[src/rtl/key_press_decoder_pkg.sv]
// Shared definitions for the Divergence Meter key path: FSM encoding and
// default key polarity / timing values.
package key_press_decoder_pkg;

  typedef enum logic [1:0] {
    S_IDLE   = 2'd0,
    S_WAIT   = 2'd1,
    S_HOLD   = 2'd2,
    S_REPEAT = 2'd3
  } state_t;

  localparam logic PRESS_LVL_DEF   = 1'b0;
  localparam int   CNT_W_DEF       = 20;
  localparam int   LONG_TIME_DEF   = 50;
  localparam int   REPEAT_TIME_DEF = 20;

endpackage

[src/rtl/key_press_decoder_key_sync.sv]
// Two-flop synchroniser for asynchronous pin inputs; the reset value is
// chosen per pin so a freshly reset pin reads as inactive.
module key_sync #(
  parameter int             W       = 1,
  parameter logic [W-1:0]   RST_VAL = '0
) (
  input  logic         clk,
  input  logic         rst_n,
  input  logic [W-1:0] din,
  output logic [W-1:0] dout
);

  logic [W-1:0] meta;

  always_ff @(posedge clk or negedge rst_n) begin
    if (!rst_n) begin
      meta <= RST_VAL;
      dout <= RST_VAL;
    end else begin
      meta <= din;
      dout <= meta;
    end
  end

endmodule

[src/rtl/key_press_decoder.sv]
// Classifies debounced key presses into short / long presses and emits
// auto-repeat pulses while the key stays held. All pulse outputs are registered.
module key_press_decoder
  import key_press_decoder_pkg::*;
#(
  parameter int   CNT_W       = CNT_W_DEF,
  parameter int   LONG_TIME   = LONG_TIME_DEF,
  parameter int   REPEAT_TIME = REPEAT_TIME_DEF,
  parameter logic PRESS_LVL   = PRESS_LVL_DEF
) (
  input  logic       clk,
  input  logic       rst_n,
  input  logic       key_flag,
  input  logic       key,
  output logic       short_press,
  output logic       long_press,
  output logic       repeat_pulse,
  output logic       busy,
  output logic [1:0] dbg_state
);

  if (LONG_TIME < 2 || REPEAT_TIME < 2) begin : g_bad_time
    $error("key_press_decoder: LONG_TIME and REPEAT_TIME must both be >= 2");
  end
  if ($clog2(LONG_TIME) > CNT_W || $clog2(REPEAT_TIME) > CNT_W) begin : g_bad_width
    $error("key_press_decoder: CNT_W too narrow for LONG_TIME/REPEAT_TIME");
  end

  localparam logic [CNT_W-1:0] LONG_LAST   = CNT_W'(LONG_TIME - 1);
  localparam logic [CNT_W-1:0] REPEAT_LAST = CNT_W'(REPEAT_TIME - 1);

  logic [0:0] key_s;
  logic       pressed;
  logic       flag_d;
  logic       rise;
  logic       fall;

  state_t           state, state_nxt;
  logic [CNT_W-1:0] cnt, cnt_nxt;
  logic             short_nxt, long_nxt, repeat_nxt;

  key_sync #(
    .W       (1),
    .RST_VAL (~PRESS_LVL)
  ) u_key_sync (
    .clk   (clk),
    .rst_n (rst_n),
    .din   (key),
    .dout  (key_s)
  );

  assign pressed = (key_s[0] == PRESS_LVL);

  // key_flag comes from the synchronous debounce stage, so one register is enough.
  always_ff @(posedge clk or negedge rst_n) begin
    if (!rst_n) begin
      flag_d <= 1'b0;
    end else begin
      flag_d <= key_flag;
    end
  end

  assign rise = key_flag & ~flag_d;
  assign fall = ~key_flag & flag_d;

  always_ff @(posedge clk or negedge rst_n) begin
    if (!rst_n) begin
      state <= S_IDLE;
      cnt   <= '0;
    end else begin
      state <= state_nxt;
      cnt   <= cnt_nxt;
    end
  end

  // Release is tested before the terminal count so it always wins a tie.
  always_comb begin
    state_nxt  = state;
    cnt_nxt    = cnt;
    short_nxt  = 1'b0;
    long_nxt   = 1'b0;
    repeat_nxt = 1'b0;
    case (state)
      S_IDLE: begin
        if (rise) begin
          state_nxt = S_WAIT;
          cnt_nxt   = '0;
        end
      end
      S_WAIT: begin
        if (fall) begin
          cnt_nxt = '0;
          if (pressed) begin
            state_nxt = S_HOLD;
          end else begin
            short_nxt = 1'b1;
            state_nxt = S_IDLE;
          end
        end
      end
      S_HOLD: begin
        if (!pressed) begin
          short_nxt = 1'b1;
          state_nxt = S_IDLE;
          cnt_nxt   = '0;
        end else if (cnt == LONG_LAST) begin
          long_nxt  = 1'b1;
          state_nxt = S_REPEAT;
          cnt_nxt   = '0;
        end else begin
          cnt_nxt = (cnt < LONG_LAST) ? cnt + 1'b1 : LONG_LAST;
        end
      end
      S_REPEAT: begin
        if (!pressed) begin
          state_nxt = S_IDLE;
          cnt_nxt   = '0;
        end else if (cnt == REPEAT_LAST) begin
          repeat_nxt = 1'b1;
          cnt_nxt    = '0;
        end else begin
          cnt_nxt = (cnt < REPEAT_LAST) ? cnt + 1'b1 : REPEAT_LAST;
        end
      end
      default: begin
        state_nxt = S_IDLE;
        cnt_nxt   = '0;
      end
    endcase
  end

  always_ff @(posedge clk or negedge rst_n) begin
    if (!rst_n) begin
      short_press  <= 1'b0;
      long_press   <= 1'b0;
      repeat_pulse <= 1'b0;
    end else begin
      short_press  <= short_nxt;
      long_press   <= long_nxt;
      repeat_pulse <= repeat_nxt;
    end
  end

  assign busy      = (state != S_IDLE);
  assign dbg_state = state;

endmodule
[config.mk]
export PLATFORM = sky130hd
export DESIGN_NAME = key_press_decoder
export DESIGN_NICKNAME = d
export VERILOG_FILES = /design/src/rtl/key_press_decoder_pkg.sv /design/src/rtl/key_press_decoder_key_sync.sv /design/src/rtl/key_press_decoder.sv
export SDC_FILE = /design/constraint.sdc
export NUM_CORES = 1
export LEC_CHECK = 0
export ABC_AREA = 0
export CAP_MARGIN = 20
export CORE_MARGIN = 5
export CORE_UTILIZATION = 37
export CTS_CLUSTER_SIZE = 16
export DETAILED_ROUTE_END_ITERATION = 6
export DONT_BUFFER_PORTS = 1
export GPL_TIMING_DRIVEN = 0
export SYNTH_ARGS = -nofsm -noshare
export SYNTH_HDL_FRONTEND = slang
export SYNTH_SLANG_ARGS = --single-unit
[constraint.sdc]
create_clock -name clk -period 1.9 [get_ports clk]
set_clock_uncertainty 0.15 [all_clocks]
set_input_delay 0.19 -clock clk [delete_from_list [all_inputs] [get_ports clk]]
set_output_delay 0.19 -clock clk [all_outputs]
set_load 0.02 [all_outputs]
==> run summary <==
#FFs+latches synth = 28
io pins = 10
peak supply drop = 0.6133 mV
Global Route Usage Sum = 13.54%
final cycle utilization of the critical path = 101.0%
die height = 76.94 um
Setup WS post-layout = -0.01813 ns
Slew Viols, Final = 0
Root Buffer = clkbuf_8
largest net degree at the start of global routing = 29
Post-Syn Area = 1658 um2
Int Pwr = 1.187 mW
Ant. Diodes = 0
final net count = 200
endpoints failing setup = 2
sequential area share after synthesis = 42.42%
initial antenna violation count = 0
critical path data required time = 1.90 ns
FP Rows = 24
status = finished, violations left
routed vias = 1380
Critical Path Fanout Max = 6
violated checks = setup timing
hold wc startpoint = key_flag
first-pass iteration count of the detailed router = 4
post-synthesis cell count = 171
fmax = 0.5213 GHz
TritonCTS clock tree = done
worst hold path class = input pin to flop
Slew HR = 74.13%
H-tree depth = 1
leakage power = 0.8932 nW
CTS clock-pin slew for the worst setup and hold paths = 0.09 ns
chip width = 76.94 um
synthesis-to-layout area growth = 26.49%
Worst Tran Pin Value = 0.3872 ns
Worst setup EP type = flop
Initial Util = 38.07%
Post-synth top flop = dfrtp_1
sw power = 0.7320 mW
Core ar. = 4354 um2
synthesis warning total = 0
Setup crit start kind = flop
GR Overflow Total = 0
Finished Cell Area = 2097 um2
EDFF count, synth = 0
Cell Area, Placed = 1725 um2
Max-Cap Viols = 0
via/cell ratio = 5.750
sw frac = 38.15%
vias in the first global route = 1389
clk sinks = 28
final period demand of the worst path = 1.918 ns
Comb power frac = 46.4%
Final Wtd Congestion = 0.8637
Crit path arrival time = 1.92 ns
proportion of layout cells with a drive suffix above 1 = 32.45%
first-pass GRT wire length = 6.741 mm
Total Neg Setup Slack = -0.02447 ns
cts bufs inserted = 3
DR WL/cell = 16.27 um
syn avg cell area = 9.695 um2
clock latency on the worst-skew pair = 0.27 ns
worst-case clock buffer depth = 2
setup slack at placement = -0.2686 ns
syn nets = 182
asr flop ratio synth = 100.0%
Clk pwr share = 17.0%
unrepaired setup endpoints after global routing = yes
dpl hpwl = 2.595 mm
Yosys cell types = 47
IO Port Bufs = 0
Final Hold Vio Count = 0
RR Startpoint = dbg_state[0]
PwrDens = 915.1 nW/um2
Reg power frac = 36.6%
Crit Path Class = flop to flop
initial drt markers = 66
crit path from = dbg_state[0]
total DRC errors in the routed layout = 0
total detailed-routing wirelength = 3.904 mm
DRT antenna net count = 0
die area = 5919 um2
==> final timing paths <==
path                                   end  slack (ns)  cells after the start
setup / recovery                    cnt[4]       -0.02                      7
hold / removal                      cnt[0]        0.16                      4
setup reg to reg                    cnt[4]       -0.02                      7
hold reg to reg            u_key_sync.dout        0.21                      0
max in group asynchronous  u_key_sync.dout        1.17                      2
min in group asynchronous          cnt[16]        0.21                      2
==> timing repair <==
action | 4_1_cts | 5_1_grt
pin swaps | 8 | 8
setup buffers | 8 | 1
hold endpoints to repair | 31 | 0
hold buffers | 4 | 0
resized for setup | 24 | 23
endpoints found under the setup margin | 21 | 21
==> power groups by stage <==
stage                     Combinational, mW  Sequential [mW]  Clock (mW)
after detailed placement              0.512            0.703           0
final                                 0.890            0.702       0.327
after global routing                  0.973            0.707       0.372
after floorplan                       0.405            0.690           0
after global placement                0.496            0.700           0
after CTS                             0.783            0.703       0.343
==> routing by layer <==
layer / up-vias / global-route usage [%] / routed length [um]
met3: 2 / 2.108 / 80
met1: 716 / 17.77 / 1720
met2: 18 / 22.75 / 2080
met5: - / 0 / 0
met4: 0 / 4.196 / 24
li1: 644 / - / -
==> cells in the mapped netlist, types with 2 or more instances <==
master	n	area, um2
inv_1	9	33.78
o21a_1	2	15.01
nor3_1	4	20.02
a22oi_1	4	30.03
buf_2	3	15.01
a41oi_1	2	17.52
dfstp_2	2	52.55
nand4_1	3	18.77
xor2_1	3	26.28
and4_1	3	26.28
nand2_1	11	41.29
ha_1	7	87.58
nor4_4	2	42.54
xnor2_1	7	61.31
nand4_2	2	25.02
nor4_1	4	25.02
and2_1	2	12.51
a21oi_1	6	30.03
nor2_1	29	108.9
a31oi_1	2	12.51
dfrtp_1	26	650.6
nand3_1	3	15.01
nand2b_1	2	12.51
o21ai_0	5	25.02
o211ai_1	3	22.52
nand2b_4	2	27.53
and3_1	3	18.77
==> placed cells by master, fill, tap and decap left out, types with 2 or more instances in the layout <==
master,n
buf_2,2
buf_6,5
nand3_1,3
and3_1,3
nor4_4,4
nor2_4,2
dfstp_2,2
nand4_1,3
buf_4,6
nor4b_2,2
dfrtp_1,23
a22oi_1,3
dfrtp_2,3
ha_1,2
xnor2_1,7
a21oi_1,6
clkbuf_8,3
buf_12,2
nand4_2,2
o21a_1,2
nor4_2,2
inv_1,7
xor2_1,3
ha_2,3
ha_4,2
a31oi_1,2
dlygate4sd3_1,3
o21ai_0,4
nand2_1,11
nand2b_4,3
nor3_4,2
nor2_1,26
and4_1,2
and2_1,2
o211ai_1,3
==> kinds of logic (layout without fill, tap and decap cells) <==
| family | count (synthesis) | count (layout) | share of synthesized area (%) |
|---|---|---|---|
| and+or+nand+nor | 75 | 75 | 26.49 |
| AOI/OAI and AO/OA | 35 | 35 | 15.55 |
| DFF | 28 | 28 | 42.41 |
| buffers and inverters | 15 | 32 | 4.377 |
| xor gates and xnor gates | 10 | 10 | 5.283 |
| adders and majority gates | 7 | 7 | 5.283 |
| muxes | 1 | 1 | 0.6038 |
==> area by class of cell <==
cell class              instances  area [um2]
plain buffers                   6       53.80
flip-flops and latches         28       706.9
fillers                       403        2257
well taps                      52       65.06
multi-input cells             128        1057
inverters                       9       36.28
repair buffers                 13       132.6
clock buffers                   4       45.04
==> state kept, by name (all words and copies together), names as in the netlist <==
register	count
cnt	20
dbg_state	2
flag_d	1
long_press	1
repeat_pulse	1
short_press	1
u_key_sync.dout	1
u_key_sync.meta	1
==> worst max-delay path: stages, from the launching register on <==
cell and delay [ns]:
dfrtp_2 0.50, inv_2 0.09, ha_4 0.19, a22o_4 0.26, buf_12 0.15, buf_4 0.15, a22oi_1 0.19, o211ai_1 0.11
==> stage by stage <==
step                      power [mW]  utilization [%]  hold WS [ns]  instances
after CTS                      1.830            45.66        0.1442        239
final                          1.919            48.16        0.1616        240
after global routing           2.052            48.16        0.1706        240
after global placement         1.197            39.63       -0.2549        223
after floorplan                1.096                -       -0.2556        171
after detailed placement       1.215            39.63       -0.2551        223
(Power assumes the default switching activity.)
==> RTL change 1, RTL diff (same flow settings) <==
Set the package constant `REPEAT_TIME_DEF` to 40 (it was 20).
--- a/src/rtl/key_press_decoder_pkg.sv
+++ b/src/rtl/key_press_decoder_pkg.sv
@@ -12,7 +12,7 @@
   localparam logic PRESS_LVL_DEF   = 1'b0;
   localparam int   CNT_W_DEF       = 20;
   localparam int   LONG_TIME_DEF   = 50;
-  localparam int   REPEAT_TIME_DEF = 20;
+  localparam int   REPEAT_TIME_DEF = 40;
 
 endpackage
 
Function: same outputs for any inputs over 10 cycles, from zero or initial values and one cycle with rst_n low; that may be too few to reach the edited logic, so the function may still have changed.
==> RTL change 1 against the original RTL <==
  * The run still ends with setup timing left
  * Via count rose by 11%
  * Sequential cell count did not move
  * Cell area rose by 15%
  * Clock power rose by 4%
  * Non-clock buffer count rose by 9
  * Sequential power rose by 2%
  * Worst setup slack got worse by 0.18 ns
  * Die area rose by 7.9%
  * Power rose by 31%
  * Area after synthesis rose by 9.1%
  * Wire length rose by 8.1%
  * Critical path type unchanged
  * Critical endpoint is now cnt[13]
  * Largest power group unchanged
==> RTL change 1: results (changes against the original RTL) <==
met3 wire length 172 um (was 80 um); Synth Net Count 195 (was 182); status finished with violations (unchanged); post-route setup slack -0.199 ns (was -0.0181 ns); fraction of area in registers 29.3% (was 33.7%); area post-placement 2010 um^2 (was 1730 um^2); failing checks setup timing (unchanged); synth cell count leaders dfrtp_1 (26), nor2_1 (11), nor2_2 (11), a21oi_1 (10), inv_1 (10) (was nor2_1 (29), dfrtp_1 (26), nand2_1 (11), inv_1 (9)); max incr delay on CP 0.47 ns (was 0.50 ns); met2 wire length 2180 um (was 2080 um); peak fanout along the critical path 10 (was 6); mapped cell area 1810 um^2 (was 1660 um^2); buffer share of cell area 11.3% (was 8.89%); initial DRC count 88 (was 66); setup violators final 21 (was 2); final WL 4220 um (was 3900 um); HP Class in2async (was in2reg); Worst VDD drop 586 uV (was 613 uV); Setup TNS -3.20 ns (was -0.0245 ns); final instance area 2410 um^2 (was 2100 um^2); CP delay by family, top flip-flops (was compound AO/OA/AOI/OAI gates); RePlAce Congestion 0.874 (was 0.864); P_leak 0.914 nW (was 0.893 nW); Multi-In Gates 136 (was 128); GR Layer Usage met2 25.2% (was 22.8%); worst r2r src dbg_state[1] (was dbg_state[0]); GR Layer Usage met1 17.1% (was 17.8%); WP data arrival 2.11 ns (was 1.92 ns); share of cells above drive strength 1 40.8% (was 32.4%); fill cell count 399 (was 403); pre-CTS setup slack -0.298 ns (was -0.269 ns); Routed wire per std cell 15.5 um (was 16.3 um)
[RTL change 1: changes by cell type in the layout (fill, tap and decap cells not counted), sizes merged, moves of 3 or more]
cell,before,now
a2111oi,0,7
a21o,0,4
a21oi,7,10
a22oi,4,0
and2,2,5
and3,3,7
buf,15,25
nand3,3,7
nand4,5,1
nor2,29,22
nor3,4,1
nor4,6,3
[RTL change 1: kinds of logic (layout without fill, tap and decap cells)]
kind of cell	Yosys count	after routing	share of synthesized area (%)
AO/OA/AOI/OAI	50	50	22.9
XOR/XNOR	10	10	4.84
adder cells (fa/ha/maj)	7	7	4.84
buffers and inverters	20	42	5.95
flip-flops	28	28	38.9
multiplexers	1	1	0.553
AND/OR/NAND/NOR	68	68	22.1
[RTL change 1: power breakdown]
group | internal (mW) | leakage, nW | switching, mW
Sequential | 0.640 | 0.374 | 0.0779
Combinational | 0.696 | 0.517 | 0.766
Clock | 0.151 | 0.0228 | 0.189
Total | 1.49 | 0.914 | 1.03
==> RTL change 2, RTL diff (config.mk and constraints unchanged) <==
Made on the original files. Register the output `busy`; this adds one clock of latency there. The other outputs are not delayed to match.
--- a/src/rtl/key_press_decoder.sv
+++ b/src/rtl/key_press_decoder.sv
@@ -141,7 +141,9 @@
     end
   end
 
-  assign busy      = (state != S_IDLE);
+  always_ff @(posedge clk) begin
+    busy <= (state != S_IDLE);
+  end
   assign dbg_state = state;
 
 endmodule
Formal check against the unedited RTL: not equivalent (Yosys sat finds a counterexample within 4 cycles, from zero or initial values and one cycle with rst_n low).
==> RTL change 2 against the original RTL <==
  * The flow still finishes with violations (setup timing)
  * Sequential cell count up 1
  * Wire length up 6.3%
  * Worst setup slack better by 0.013 ns
  * Area after synthesis up 1.2%
  * Cell area up 7.6%
  * Power up 15%
  * Sequential share of layout area down 1.3 points
  * Via count up 3.6%
  * Sequential power up 7.7%
==> RTL change 2: results (changes against the original RTL) <==
Synth Net Count 183 (was 182); peak fanout along the critical path 3 (was 6); multi-input gate share of the layout cell area 49.2% (was 50.4%); post-route setup slack -0.00489 ns (was -0.0181 ns); via count 1429 (was 1380); Clk pin slew, worst setup/hold paths 0.06 ns (was 0.09 ns); buffer share of cell area 9.92% (was 8.89%); initial DRC count 74 (was 66); TritonCTS buffer count 5 (was 3); share of cells above drive strength 1 40.7% (was 32.4%); gr usage total 12.9% (was 13.5%); Non-clk bufs 25 (was 19); clock-cell share of area 3.82% (was 2.15%); fill cell count 397 (was 403); GR Layer Usage met1 15.8% (was 17.8%); Distinct cells, synth 48 (was 47); setup violators final 1 (was 2); failing checks setup timing (unchanged); GR Layer Usage met2 20.0% (was 22.8%); top cells by area, synth dfrtp_1 (39%), nor2_1 (6.5%), ha_1 (5.2%), xnor2_1 (3.7%), dfstp_2 (3.1%) (was dfrtp_1 (39%), nor2_1 (6.6%), ha_1 (5.3%), xnor2_1 (3.7%), dfstp_2 (3.2%)); H-tree level count 2 (was 1); hold_ws 0.0959 ns (was 0.162 ns); Routed wire per std cell 16.5 um (was 16.3 um); Reg2Reg Depth 6 (was 7); first-pass GRT wire length 6260 um (was 6740 um); area post-placement 1750 um^2 (was 1730 um^2); crit path capture cnt[5] (was cnt[4]); status finished with violations (unchanged); final WL 4150 um (was 3900 um); Post-CTS Repair Setup Buffers 9 (was 8); Post-Synthesis Cells 172 (was 171); RePlAce Congestion 0.912 (was 0.864); pre-CTS setup slack -0.257 ns (was -0.269 ns); max incr delay on CP 0.45 ns (was 0.50 ns); Slew HR 73.9% (was 74.1%); post-synthesis sequential area ratio 43.1% (was 42.4%); Max stage delay cell, worst path dfrtp_1 (was dfrtp_2); met1 WL 1770 um (was 1720 um); P_leak 0.958 nW (was 0.893 nW)
==> RTL change 2: changes by cell type after synthesis <==
cell | before | now
dfxtp_1 | 0 | 1
==> RTL change 2: cells by family (layout without fill, tap and decap cells) <==
| logic type | count (synthesis) | after routing | synth area share [%] |
|---|---|---|---|
| flip-flops | 29 | 29 | 43.1 |
| XOR/XNOR | 10 | 10 | 5.22 |
| AND/OR/NAND/NOR | 75 | 75 | 26.2 |
| adder cells (fa/ha/maj) | 7 | 7 | 5.22 |
| multiplexers | 1 | 1 | 0.597 |
| buffers and inverters | 15 | 42 | 4.32 |
| AO/OA/AOI/OAI | 35 | 35 | 15.4 |
==> RTL change 2: worst max-delay path: cells and delay by family, from the launching register on <==
kind	cells	cell delay [ns]
compound gates	3	0.48
simple gates	2	0.53
buf+inv	1	0.19
flops	1	0.45
==> RTL change 2: report_power, final <==
part	leakage, nW	total, mW	internal (mW)	switching (mW)
clock	0.0439	0.488	0.252	0.236
sequential	0.376	0.756	0.662	0.0948
combinational	0.538	0.959	0.452	0.508
